==> config.mk <==
export PLATFORM = sky130hd
export DESIGN_NAME = cache_line_serializer
export DESIGN_NICKNAME = d
export VERILOG_FILES = /design/src/rtl/cache_line_serializer.sv
export SDC_FILE = /design/constraint.sdc
export NUM_CORES = 1
export LEC_CHECK = 0
export BUFFER_PORTS_ARGS = -buffer_cell sky130_fd_sc_hd__buf_4
export CAP_MARGIN = 0
export CORE_AREA = 5 5 257 259
export CTS_BUF_LIST = sky130_fd_sc_hd__clkbuf_2 sky130_fd_sc_hd__clkbuf_4 sky130_fd_sc_hd__clkbuf_8
export DETAILED_ROUTE_END_ITERATION = 8
export DIE_AREA = 0 0 262 264
export GPL_TIMING_DRIVEN = 1
export PLACE_DENSITY = 0.59
export SLEW_MARGIN = 20
export SYNTH_ARGS = -nofsm -noshare
export SYNTH_HDL_FRONTEND = slang
export SYNTH_SLANG_ARGS = --single-unit
==> constraint.sdc <==
create_clock -name ACLK -period 4.1 [get_ports ACLK]
set_clock_uncertainty 0.2 [all_clocks]
set_input_delay 0.41 -clock ACLK [delete_from_list [all_inputs] [get_ports ACLK]]
set_output_delay 0.41 -clock ACLK [all_outputs]
set_load 0.02 [all_outputs]
==> src/rtl/cache_line_serializer.sv <==
// Cache line serializer: accepts a 4-word cache line and sends it as four
// beats on an AXI/ACE R channel, with one beat per cycle when RREADY is high.
// Optional feature macro: CACHE_LINE_SERIALIZER_WRAP_EN. When it is defined,
// the critical word is sent first and the word order wraps. When it is
// undefined, crit_word is ignored and words go out in order 0..3.
module cache_line_serializer #(
  parameter int unsigned DATA_SIZE = 128,
  parameter int unsigned ID_WIDTH  = 4
) (
  input  logic                   ACLK,
  input  logic                   ARESETn,
  input  logic                   line_valid,
  output logic                   line_ready,
  input  logic [DATA_SIZE*4-1:0] cache_line_in,
  input  logic [ID_WIDTH-1:0]    line_id,
  input  logic [3:0]             line_resp,
  input  logic [1:0]             crit_word,
  output logic                   RVALID,
  input  logic                   RREADY,
  output logic [DATA_SIZE-1:0]   RDATA,
  output logic [ID_WIDTH-1:0]    RID,
  output logic [3:0]             RRESP,
  output logic                   RLAST,
  output logic                   busy
);

  typedef enum logic [0:0] {StIdle, StSend} state_e;

  state_e                 state_q, state_d;
  logic [1:0]             beat_q, beat_d;
  // Holds line_ready low until the first edge after reset release.
  logic                   ready_en_q;
  logic [DATA_SIZE*4-1:0] line_q;
  logic [ID_WIDTH-1:0]    id_q;
  logic [3:0]             resp_q;
  logic [1:0]             word_idx;
  logic                   accept;
  logic                   hs;
  logic                   last_hs;

  assign RVALID     = (state_q == StSend);
  assign RLAST      = RVALID && (beat_q == 2'd3);
  assign busy       = RVALID;
  assign hs         = RVALID && RREADY;
  assign last_hs    = hs && RLAST;
  // In SEND, a new line can only be taken while the last beat is leaving.
  assign line_ready = ready_en_q && ((state_q == StIdle) || last_hs);
  assign accept     = line_valid && line_ready;
  assign RID        = id_q;
  assign RRESP      = resp_q;

`ifdef CACHE_LINE_SERIALIZER_WRAP_EN
  logic [1:0] crit_q;

  // Capture the critical word index with the line.
  always_ff @(posedge ACLK or negedge ARESETn) begin
    if (!ARESETn) begin
      crit_q <= 2'd0;
    end else if (accept) begin
      crit_q <= crit_word;
    end
  end

  // 2-bit add wraps modulo 4.
  assign word_idx = crit_q + beat_q;
`else
  logic unused_crit;
  assign unused_crit = ^crit_word;
  assign word_idx    = beat_q;
`endif

  // Select the word for the current beat.
  always_comb begin
    RDATA = line_q[DATA_SIZE-1:0];
    unique case (word_idx)
      2'd0: RDATA = line_q[0*DATA_SIZE +: DATA_SIZE];
      2'd1: RDATA = line_q[1*DATA_SIZE +: DATA_SIZE];
      2'd2: RDATA = line_q[2*DATA_SIZE +: DATA_SIZE];
      2'd3: RDATA = line_q[3*DATA_SIZE +: DATA_SIZE];
      default: RDATA = line_q[DATA_SIZE-1:0];
    endcase
  end

  // Next state and beat counter.
  always_comb begin
    state_d = state_q;
    beat_d  = beat_q;
    if (accept) begin
      state_d = StSend;
      beat_d  = 2'd0;
    end else if (hs) begin
      if (beat_q == 2'd3) begin
        state_d = StIdle;
        beat_d  = 2'd0;
      end else begin
        beat_d = beat_q + 2'd1;
      end
    end
  end

  // State, beat counter and ready-enable registers.
  always_ff @(posedge ACLK or negedge ARESETn) begin
    if (!ARESETn) begin
      state_q    <= StIdle;
      beat_q     <= 2'd0;
      ready_en_q <= 1'b0;
    end else begin
      state_q    <= state_d;
      beat_q     <= beat_d;
      ready_en_q <= 1'b1;
    end
  end

  // Capture the line payload on acceptance.
  always_ff @(posedge ACLK or negedge ARESETn) begin
    if (!ARESETn) begin
      line_q <= '0;
      id_q   <= '0;
      resp_q <= 4'd0;
    end else if (accept) begin
      line_q <= cache_line_in;
      id_q   <= line_id;
      resp_q <= line_resp;
    end
  end

endmodule

-- Word level (Yosys, flattened, before mapping)
Cells that the tools add are included.
- flip-flop bits (word level): 524
- latch bits: 0
- bits in writable memories: 0
- bits in read-only memories: 0
- input bits: 526
- output and inout bits: 140
- logic and storage cells: 28
- memories kept: 0
- $add $sub $neg: 1
- $mul: 0
- divide/modulo/power cells: 0
- $lt $le $gt $ge: 0
- eq/ne operators: 3
- shifts and indexed selects: 0
- multiplexer cells: 7
- bitwise operators: 1
- reductions and logical operators: 10
- operators with widths (kind ; count):
    128-bit case mux with 4 select lines ; 1
    2-bit 2-to-1 mux ; 3
    1-bit logical AND ; 5
    2-bit == test (second input constant) ; 2
    2-bit nonzero test ; 2
    1-bit 2-to-1 mux ; 3
    2-bit by 1-bit adder with 2-bit output (second input constant) ; 1
    2-bit by 1-bit == test with 1-bit output (second input constant) ; 1
    2-bit logical NOT ; 1
    2-bit AND reduction ; 1
    1-bit logical OR ; 1
    1-bit NOT ; 1

-- Longest topological paths before layout
Gate-level depths: netlist (run 1).
- word-level depth: 8
- gate-level depth with buffers: 7
- gate-level depth less buffers: 4

-- Least setup slack after synthesis (run 1)
OpenSTA, ideal clock, no wires.
- path kind: register -> output
- start point: reg beat_q[0]
- end point: out RDATA[0]
- data arrival time: 1832 ps
- data required time: 3490 ps
- path slack: 1658 ps
- cell stages (with the launch flop): 6
- buffers on the path: 2
- cell sequence: dfrtp_1 inv_1 ha_1 clkbuf_1 buf_1 mux2i_1
- longest elaborated chain between the ends: 2
- elaborated cells on any way between the ends: 5
- those cells by class: eq/ne: 3; mux: 1; reduce/logical: 1
- ends and longest elaborated chain (what ; RTL line ; source):
    start: declaration ; 30 ; logic [1:0] beat_q, beat_d;
    start signal: assignment ; 109 ; beat_q <= beat_d;
    2-bit == test (tied with other cells) ; 75 ; unique case (word_idx)
    128-bit case mux with 4 select lines (*) ; 75 ;
    end: declaration ; 20 ; output logic [DATA_SIZE-1:0] RDATA,
Mark *: on every way between the ends. The rest lies on a longest branch, timed or not.

-- Final worst setup path (run 1)
- start point: reg beat_q[1]
- end point: out RDATA[79]
The elaborated chain is that of the path after synthesis.

==> impl_metrics.toml, run 1 <==
[clock_tree]
cts_tree = "done"
clk-insertion-delay-late_ns = 0.65
cts_resized = 0
cts_buffers = 94
cts_buffer_depth = 3
post_cts_buffers = 0
ctsHoldBuffers = 524
cts_root_buffer = "clkbuf_8"
clk_pin_slew_ns = 0.05
clock_sinks = 524
cts_htree_levels = 3

[global_route]
grt_max_degree = 132
grt_pass1_vias = 20550
grt_usage_pct = 21.66
grt-ovfl-total = 0
antenna_found_initial = 21
grt_pass1_wl_mm = 117.7

[layout]
layout_common_cells = "buf_4, dfrtp_1, dlygate4sd3_1, mux2_2, inv_1"
mostFrequentLayoutCell = "buf_4"
drive_above_1_share_pct = 48.76
area_growth_pct = 56.80
fin_nets = 3300

[setup_path]
crit_path_max_incr_delay_ns = 0.76
critPathTopFamily = "adder cells"
cp_num_buf_inv = 3
arrival_ns = 3.00
critPathRequiredTime_ns = 3.49
critPathMaxFanout = 46
cp-start-kind = "flip-flop"
endpoint_kind = "output pin"
crit_top_cell = "buf_4"
cpMaxStageDelayCell = "ha_4"
path_class = "flip-flop to output pin"
path_cells = "inv_1 -> ha_4 -> buf_4 -> a222oi_1 -> mux2i_1 -> buf_4"

[logic_synthesis]
dominantRegCellSynth = "dfrtp_1"
synth_edf_count = 0
ys_ff_latch = 524
avgSynthCellArea_sq_um = 14.67
netlist_instances = 1564
synth_top_cell_by_area = "dfrtp_1"
async_reset_ff_share_pct = 100.0
seq_area_frac_synth_pct = 57.15
yosys.area.top_type_share_pct = 57.15
yosys_warnings = 0
syn_nets = 2094
synth_cell_types = 18
synth_area_leaders = "dfrtp_1, mux2_2, mux2i_1"
syn_area_sq_um = 22940

[drt]
first_pass_iters = 9
drtIter0Drc = 1412
drt-vias-per-instance = 4.889
routedWlPerCell_um = 20.89
num_vias = 18100
drc = 0
ant_nets = 0
wl_mm = 77.32

[floorplanning]
die_x_um = 262
coreArea_sq_um = 63650
start_util_pct = 36.05
pin_count = 666
rows = 93
dieArea_sq_um = 69170
die_h_um = 264

[timing]
tns_ns = 0
fin_ws_ns = 0.4908
final_hold_viol_count = 0
timing.fmax_mhz = 277.1
post-route-min-period_ns = 3.609
tightest_slew_ns = 0.9192
rsz0062_at_grt = "false"
fin_crit_sh_pct = 88.03
setup_viol = 0
slew_violations = 0
slew_headroom_pct = 38.72

[placed_design]
place_ws_ns = 1.134
place_hpwl_mm = 50.95
io_buffers = 663
gp_congestion = 0.8153

[hold_path]
hold_path_class = "input port to async pin"

[power_and_ir_drop]
p_leak_uw = 0.01653
p_per_area_nw_per_um2 = 720.3
ir_drop_mv = 0.4456

[run]
drv_cap = 0

[run_status]
outcome = "completed"
kinds of logic after synthesis:
logic type | after synthesis | synth area share (%)
simple gates | 11 | 0.2072
compound gates | 130 | 5.677
mux | 649 | 31.15
buf+inv | 245 | 5.579
other cells | 1 | 0.01634
fa+ha+maj | 4 | 0.2181
flops | 524 | 57.15
final cells by class:
type,count,area (sq um)
Antenna cell,21,52.55
Clock buffer,143,1737
Clock inverter,9,123.9
Fill cell,5171,27680
Inverter,130,488.0
Multi-Input combinational cell,795,8601
Sequential cell,524,13110
Tap cell,855,1070
Timing Repair Buffer,1225,10790
power breakdown:
| part | switching (uW) | leakage [uW] | internal [uW] |
|---|---|---|---|
| clock network | 2150 | 0.000988 | 2800 |
| registers | 1420 | 0.00630 | 7790 |
| logic | 5830 | 0.00925 | 5920 |
| total | 9400 | 0.0165 | 16500 |
worst reg2reg max path: stages (launching register included):
cell and delay (ns):
dfrtp_1 0.50, ha_4 0.30, nand2_1 0.14, a21oi_4 0.43, buf_12 0.54, mux2_2 0.60
per-stage QoR:
stage	cells	utilization, %	instance area (sq um)	hold WS [ns]	power [uW]
after floorplan	1564	-	22940	-0.08559	15950
after global placement	3005	45.27	28820	0.2880	20280
after detailed placement	3005	45.27	28820	0.2951	20600
after CTS	3681	56.44	35920	0.2152	26110
after global routing	3699	56.51	35970	0.2464	27400
final	3702	56.52	35970	0.1915	25910
synth_stat cells, types with 2 or more instances:
master,n
dfrtp_1,524
mux2_2,520
inv_1,130
mux2i_1,129
a222oi_1,128
clkbuf_1,48
buf_6,40
buf_4,14
buf_1,7
buf_2,6
nand2_1,6
ha_1,4
and2_1,2
nor2_1,2
state kept, by name (all words and copies together) (netlist names):
name,cells
line_q,512
RID,4
RRESP,4
beat_q,2
RVALID,1
ready_en_q,1
path summary, 6_finish.rpt:
| path | from | end | slack [ns] | depth (start not counted) |
|---|---|---|---|---|
| worst max-delay path | beat_q[1] | RDATA[79] | 0.49 | 6 |
| worst min-delay path | ARESETn | line_q[177] | 0.19 | 2 |
| min in group ACLK | cache_line_in[25] | line_q[25] | 0.30 | 3 |
| worst min register to register | line_q[33] | line_q[33] | 0.30 | 1 |
| worst max register to register | beat_q[0] | line_q[93] | 1.29 | 5 |
| max in group asynchronous | ARESETn | line_q[253] | 2.42 | 3 |
per-layer routing:
metal  vias up  GRT usage (%)  wire (um)
met2       673          37.53      39580
met3       173          5.725       5510
met1      9044          25.56      29440
li1       8206              -          -
met5         -              0          7
met4         2          8.718       2782
Note: power is estimated with default switching activity, not from simulation.
==> run 2, diff against run 1 <==
Settings changed: RECOVER_POWER set to 25.
==> impl_metrics.toml, run 2 (synthesis gave the netlist of run 1 again) <==
[timing]
whs_ns = 0.3028
timing.fmax_mhz = 276.0
setup_viol = 0
final_hold_viol_count = 0
slew_violations = 98
slew_headroom_pct = -97.27
rsz0062_at_grt = "false"
fin_crit_sh_pct = 88.37
tightest_slew_ns = 2.959
post-route-min-period_ns = 3.623
tns_ns = 0

[floorplanning]
pin_count = 666
start_util_pct = 36.05
die_h_um = 264
rows = 93
die_x_um = 262
coreArea_sq_um = 63650
dieArea_sq_um = 69170

[layout]
multi_input_area_sq_um = 8601
fin_nets = 3300
layout_common_cells = "buf_4, dfrtp_1, dlygate4sd3_1, mux2_2, inv_1"
seq_area_sq_um = 13110
mostFrequentLayoutCell = "buf_4"
regMostFlops = "line_q"
area_growth_pct = 56.69
instances_no_fill = 3701
largest_register_ffs = 512
drive_above_1_share_pct = 48.69
fillers = 5173

[hold_path]
hold_end = "line_q[25]"
hold_path_class = "input port to flip-flop"
whs_path_depth = 3
hold_path_startpoint = "cache_line_in[25]"

[clock_tree]
cts_buffer_depth = 3
cts_root_buffer = "clkbuf_8"
clk_pin_slew_ns = 0.06
cts_htree_levels = 3
clk-insertion-delay-late_ns = 0.65
cts_tree = "done"
post_cts_buffers = 0
cts_buffers = 94
clock_sinks = 524

[drt]
ant_nets = 0
drc = 0
routedWlPerCell_um = 20.92
wl_mm = 77.44
first_pass_iters = 7
num_vias = 18040
drt-vias-per-instance = 4.875
dr_wl_met2_mm = 39.64
dr_wl_met3_mm = 5.402
drtIter0Drc = 1396
top_layer = "met5"
wl_met1_mm = 29.66

[power_and_ir_drop]
ir_drop_mv = 0.4458
netSwitchingPower_uw = 9408
p_int_uw = 16510
p_per_area_nw_per_um2 = 721.0
pwr-share-comb_pct = 45.4
netSwitchingFraction_pct = 36.30
p_leak_uw = 0.01652
p_clk_share_pct = 19.1
seq_power_share_pct = 35.5

[run]
drv_cap = 1

[global_route]
grt_usage_pct = 21.66
grt_pass1_vias = 20550
antenna_found_initial = 21
grt-ovfl-total = 0
grt_max_degree = 132
grt_pass1_wl_mm = 117.7

[run_status]
violations = "capacitance limit, slew limit"
outcome = "finished with violations"

[setup_path]
r2r_start = "beat_q[0]"
r2r-end = "line_q[59]"
critPathMaxFanout = 46
cp-start-kind = "flip-flop"
critPathRequiredTime_ns = 3.49
path_class = "flip-flop to output pin"
reg2reg_depth = 5
arrival_ns = 3.01
endpoint_kind = "output pin"
r2r_setup_slack_ns = 1.28
cp-startpoint = "beat_q[1]"

[placed_design]
place_inst = 3005
gp_congestion = 0.8153
place_hpwl_mm = 50.95
io_buffers = 663
## run 2: final cells by class
type | count | area share [%]
timing repair buffer | 1225 | 29.95
sequential | 524 | 36.48
antenna | 20 | 0.1392
tap | 855 | 2.976
multi-input combinational | 795 | 23.92
clock inverter | 9 | 0.3446
inverter | 130 | 1.357
clock buffer | 143 | 4.831
## run 2: metal layers
metal	vias to the layer above	track usage [%]
li1	8191	-
met1	9026	25.56
met2	655	37.53
met3	170	5.725
met4	2	8.718
met5	-	0
## run 2: repair_timing
action	4_1_cts	5_1_grt
hold endpoints to repair	614	0
resized for setup	0	0
hold buffers	524	0
## run 2: metrics by stage
stage	setup WS [ns]	total power, uW	instance area (sq um)	utilization (%)
after floorplan	1.658	15950	22940	-
after global placement	1.175	20280	28820	45.27
after detailed placement	1.134	20600	28820	45.27
after CTS	0.3863	26110	35920	56.44
after global routing	0.3220	27400	35940	56.47
final	0.4768	25920	35950	56.48
## run 2: power by group through the flow
stage	logic, uW	clock network, uW	registers, uW
global route	12500	5350	9510
CTS	11800	5110	9170
floorplan	7130	0	8820
finish	11800	4950	9210
detailed placement	11400	0	9250
global placement	11200	0	9110
## run 2: critical path: stages (launching register included)
cell	delay (ns)
dfrtp_1	0.45
inv_1	0.17
ha_4	0.76
buf_4	0.31
a222oi_1	0.11
mux2i_1	0.30
buf_4	0.22
## run 2: worst max path at each step
stage | to | slack [ns]
after global placement | RDATA[79] | 1.18
after global routing | line_q[256] | 0.32
final | RDATA[79] | 0.48
after CTS | RDATA[19] | 0.39
after detailed placement | RDATA[19] | 1.13
after floorplan | RDATA[0] | 1.66
==> run 3, diff against run 2 <==
Settings changed: PLACE_DENSITY 0.59 to unset, PLACE_DENSITY_LB_ADDON set to 0.15.
==> impl_metrics.toml, run 3 (synthesis gave the netlist of run 1 again) <==
[layout]
layout_common_cells = "buf_4, dfrtp_1, dlygate4sd3_1, mux2_2, inv_1"
multi_input_area_sq_um = 8601
drive_above_1_share_pct = 48.91
mostFrequentLayoutCell = "buf_4"
stdcell_area_sq_um = 36010
postLayoutCoreUtil_pct = 56.57
fin_nets = 3296
seq_area_sq_um = 13110
fillers = 5212
area_growth_pct = 56.93
largest_register_ffs = 512
regMostFlops = "line_q"

[global_route]
grt_usage_pct = 21.40
grt_pass1_wl_mm = 117.0
grt_max_degree = 131
antenna_found_initial = 15
grt-ovfl-total = 0
grt_pass1_vias = 20580

[setup_path]
cp-start-kind = "flip-flop"
path_class = "flip-flop to output pin"
critPathRequiredTime_ns = 3.49
arrival_ns = 2.89
critPathMaxFanout = 35
endpoint_kind = "output pin"

[power_and_ir_drop]
seq_power_share_pct = 35.3
pwr-share-comb_pct = 44.5
p_leak_uw = 0.01658
p_per_area_nw_per_um2 = 721.2
ir_drop_mv = 0.3873
p_clk_share_pct = 20.2
netSwitchingFraction_pct = 35.84
netSwitchingPower_uw = 9307
report.power.total_uw = 25970
p_int_uw = 16660

[clock_tree]
cts_root_buffer = "clkbuf_8"
clock_sinks = 524
cts_buffer_depth = 3
clk_pin_slew_ns = 0.06
cts_buffers = 96
cts_resized = 0
cts_htree_levels = 3
post_cts_buffers = 0
cts_tree = "done"
clk-insertion-delay-late_ns = 0.65

[timing]
fin_crit_sh_pct = 85.41
slew_violations = 66
fin_ws_ns = 0.5981
final_hold_viol_count = 0
setup_viol = 0
slew_headroom_pct = -28.52
timing.fmax_mhz = 285.6
rsz0062_at_grt = "false"
tns_ns = 0
post-route-min-period_ns = 3.502
tightest_slew_ns = 1.928

[drt]
first_pass_iters = 7
wl_mm = 76.07
ant_nets = 0
drt-vias-per-instance = 4.882
drc = 0
drtIter0Drc = 1153
routedWlPerCell_um = 20.55
num_vias = 18070

[hold_path]
hold_path_class = "flip-flop to flip-flop"

[floorplanning]
dieArea_sq_um = 69170
die_x_um = 262
die_h_um = 264
coreArea_sq_um = 63650
rows = 93
start_util_pct = 36.05
pin_count = 666

[run_status]
outcome = "finished with violations"
violations = "capacitance limit, slew limit"

[placed_design]
io_buffers = 663
placed_cell_area_sq_um = 28710
gp_congestion = 0.8166
place_hpwl_mm = 50.28
place_ws_ns = 1.268

[run]
drv_cap = 1
run 3: cell type report:
class | count | share of cell area (%)
clock inverter | 9 | 0.2502
clock buffer | 157 | 5.393
multi-input combinational | 795 | 23.89
antenna | 12 | 0.08340
inverter | 130 | 1.355
timing repair buffer | 1219 | 29.64
tap | 855 | 2.971
sequential | 524 | 36.42
run 3: worst max-delay path: stages (launching register included):
cell and delay, ns:
dfrtp_1 0.47, inv_1 0.20, ha_4 0.35, buf_4 0.66, mux2i_1 0.33, buf_4 0.18
run 3: power groups by stage:
stage | combinational, uW | sequential (uW) | clock [uW]
5_1_grt | 12400 | 9490 | 5660
2_1_floorplan | 7130 | 8820 | 0
3_3_place_gp | 11100 | 9090 | 0
6_report | 11600 | 9170 | 5250
4_1_cts | 11700 | 9150 | 5430
3_5_place_dp | 11200 | 9240 | 0
run 3: metrics by stage:
| stage | hold slack [ns] | instances |
|---|---|---|
| finish | 0.3027 | 3701 |
| global route | 0.2667 | 3701 |
| CTS | 0.06776 | 3689 |
| detailed placement | 0.2362 | 2999 |
| global placement | 0.2298 | 2999 |
| floorplan | -0.08559 | 1564 |
run 3: final timing paths:
path	from	endpoint	slack [ns]	cells after the start
max	beat_q[0]	RDATA[48]	0.60	5
min	line_q[7]	line_q[7]	0.30	1
max in group asynchronous	ARESETn	line_q[407]	1.44	3
max reg2reg	beat_q[0]	line_q[118]	1.47	6
min reg2reg	line_q[7]	line_q[7]	0.30	1
min in group asynchronous	ARESETn	line_q[112]	0.64	2
run 3: routing by layer:
layer	wire length, um	up-vias	part of all wire, %	track usage [%]
met5	34	-	0.045	0
met4	2359	6	3.1	8.040
met3	5370	148	7.1	5.352
met2	39360	624	52	37.98
met1	28950	9091	38	24.89
li1	-	8201	-	-
run 3: what timing repair did:
action                                  in CTS  in global routing
hold buffers                               524                  0
endpoints found under the hold margin      615                  0
endpoints found under the setup margin       0                  0
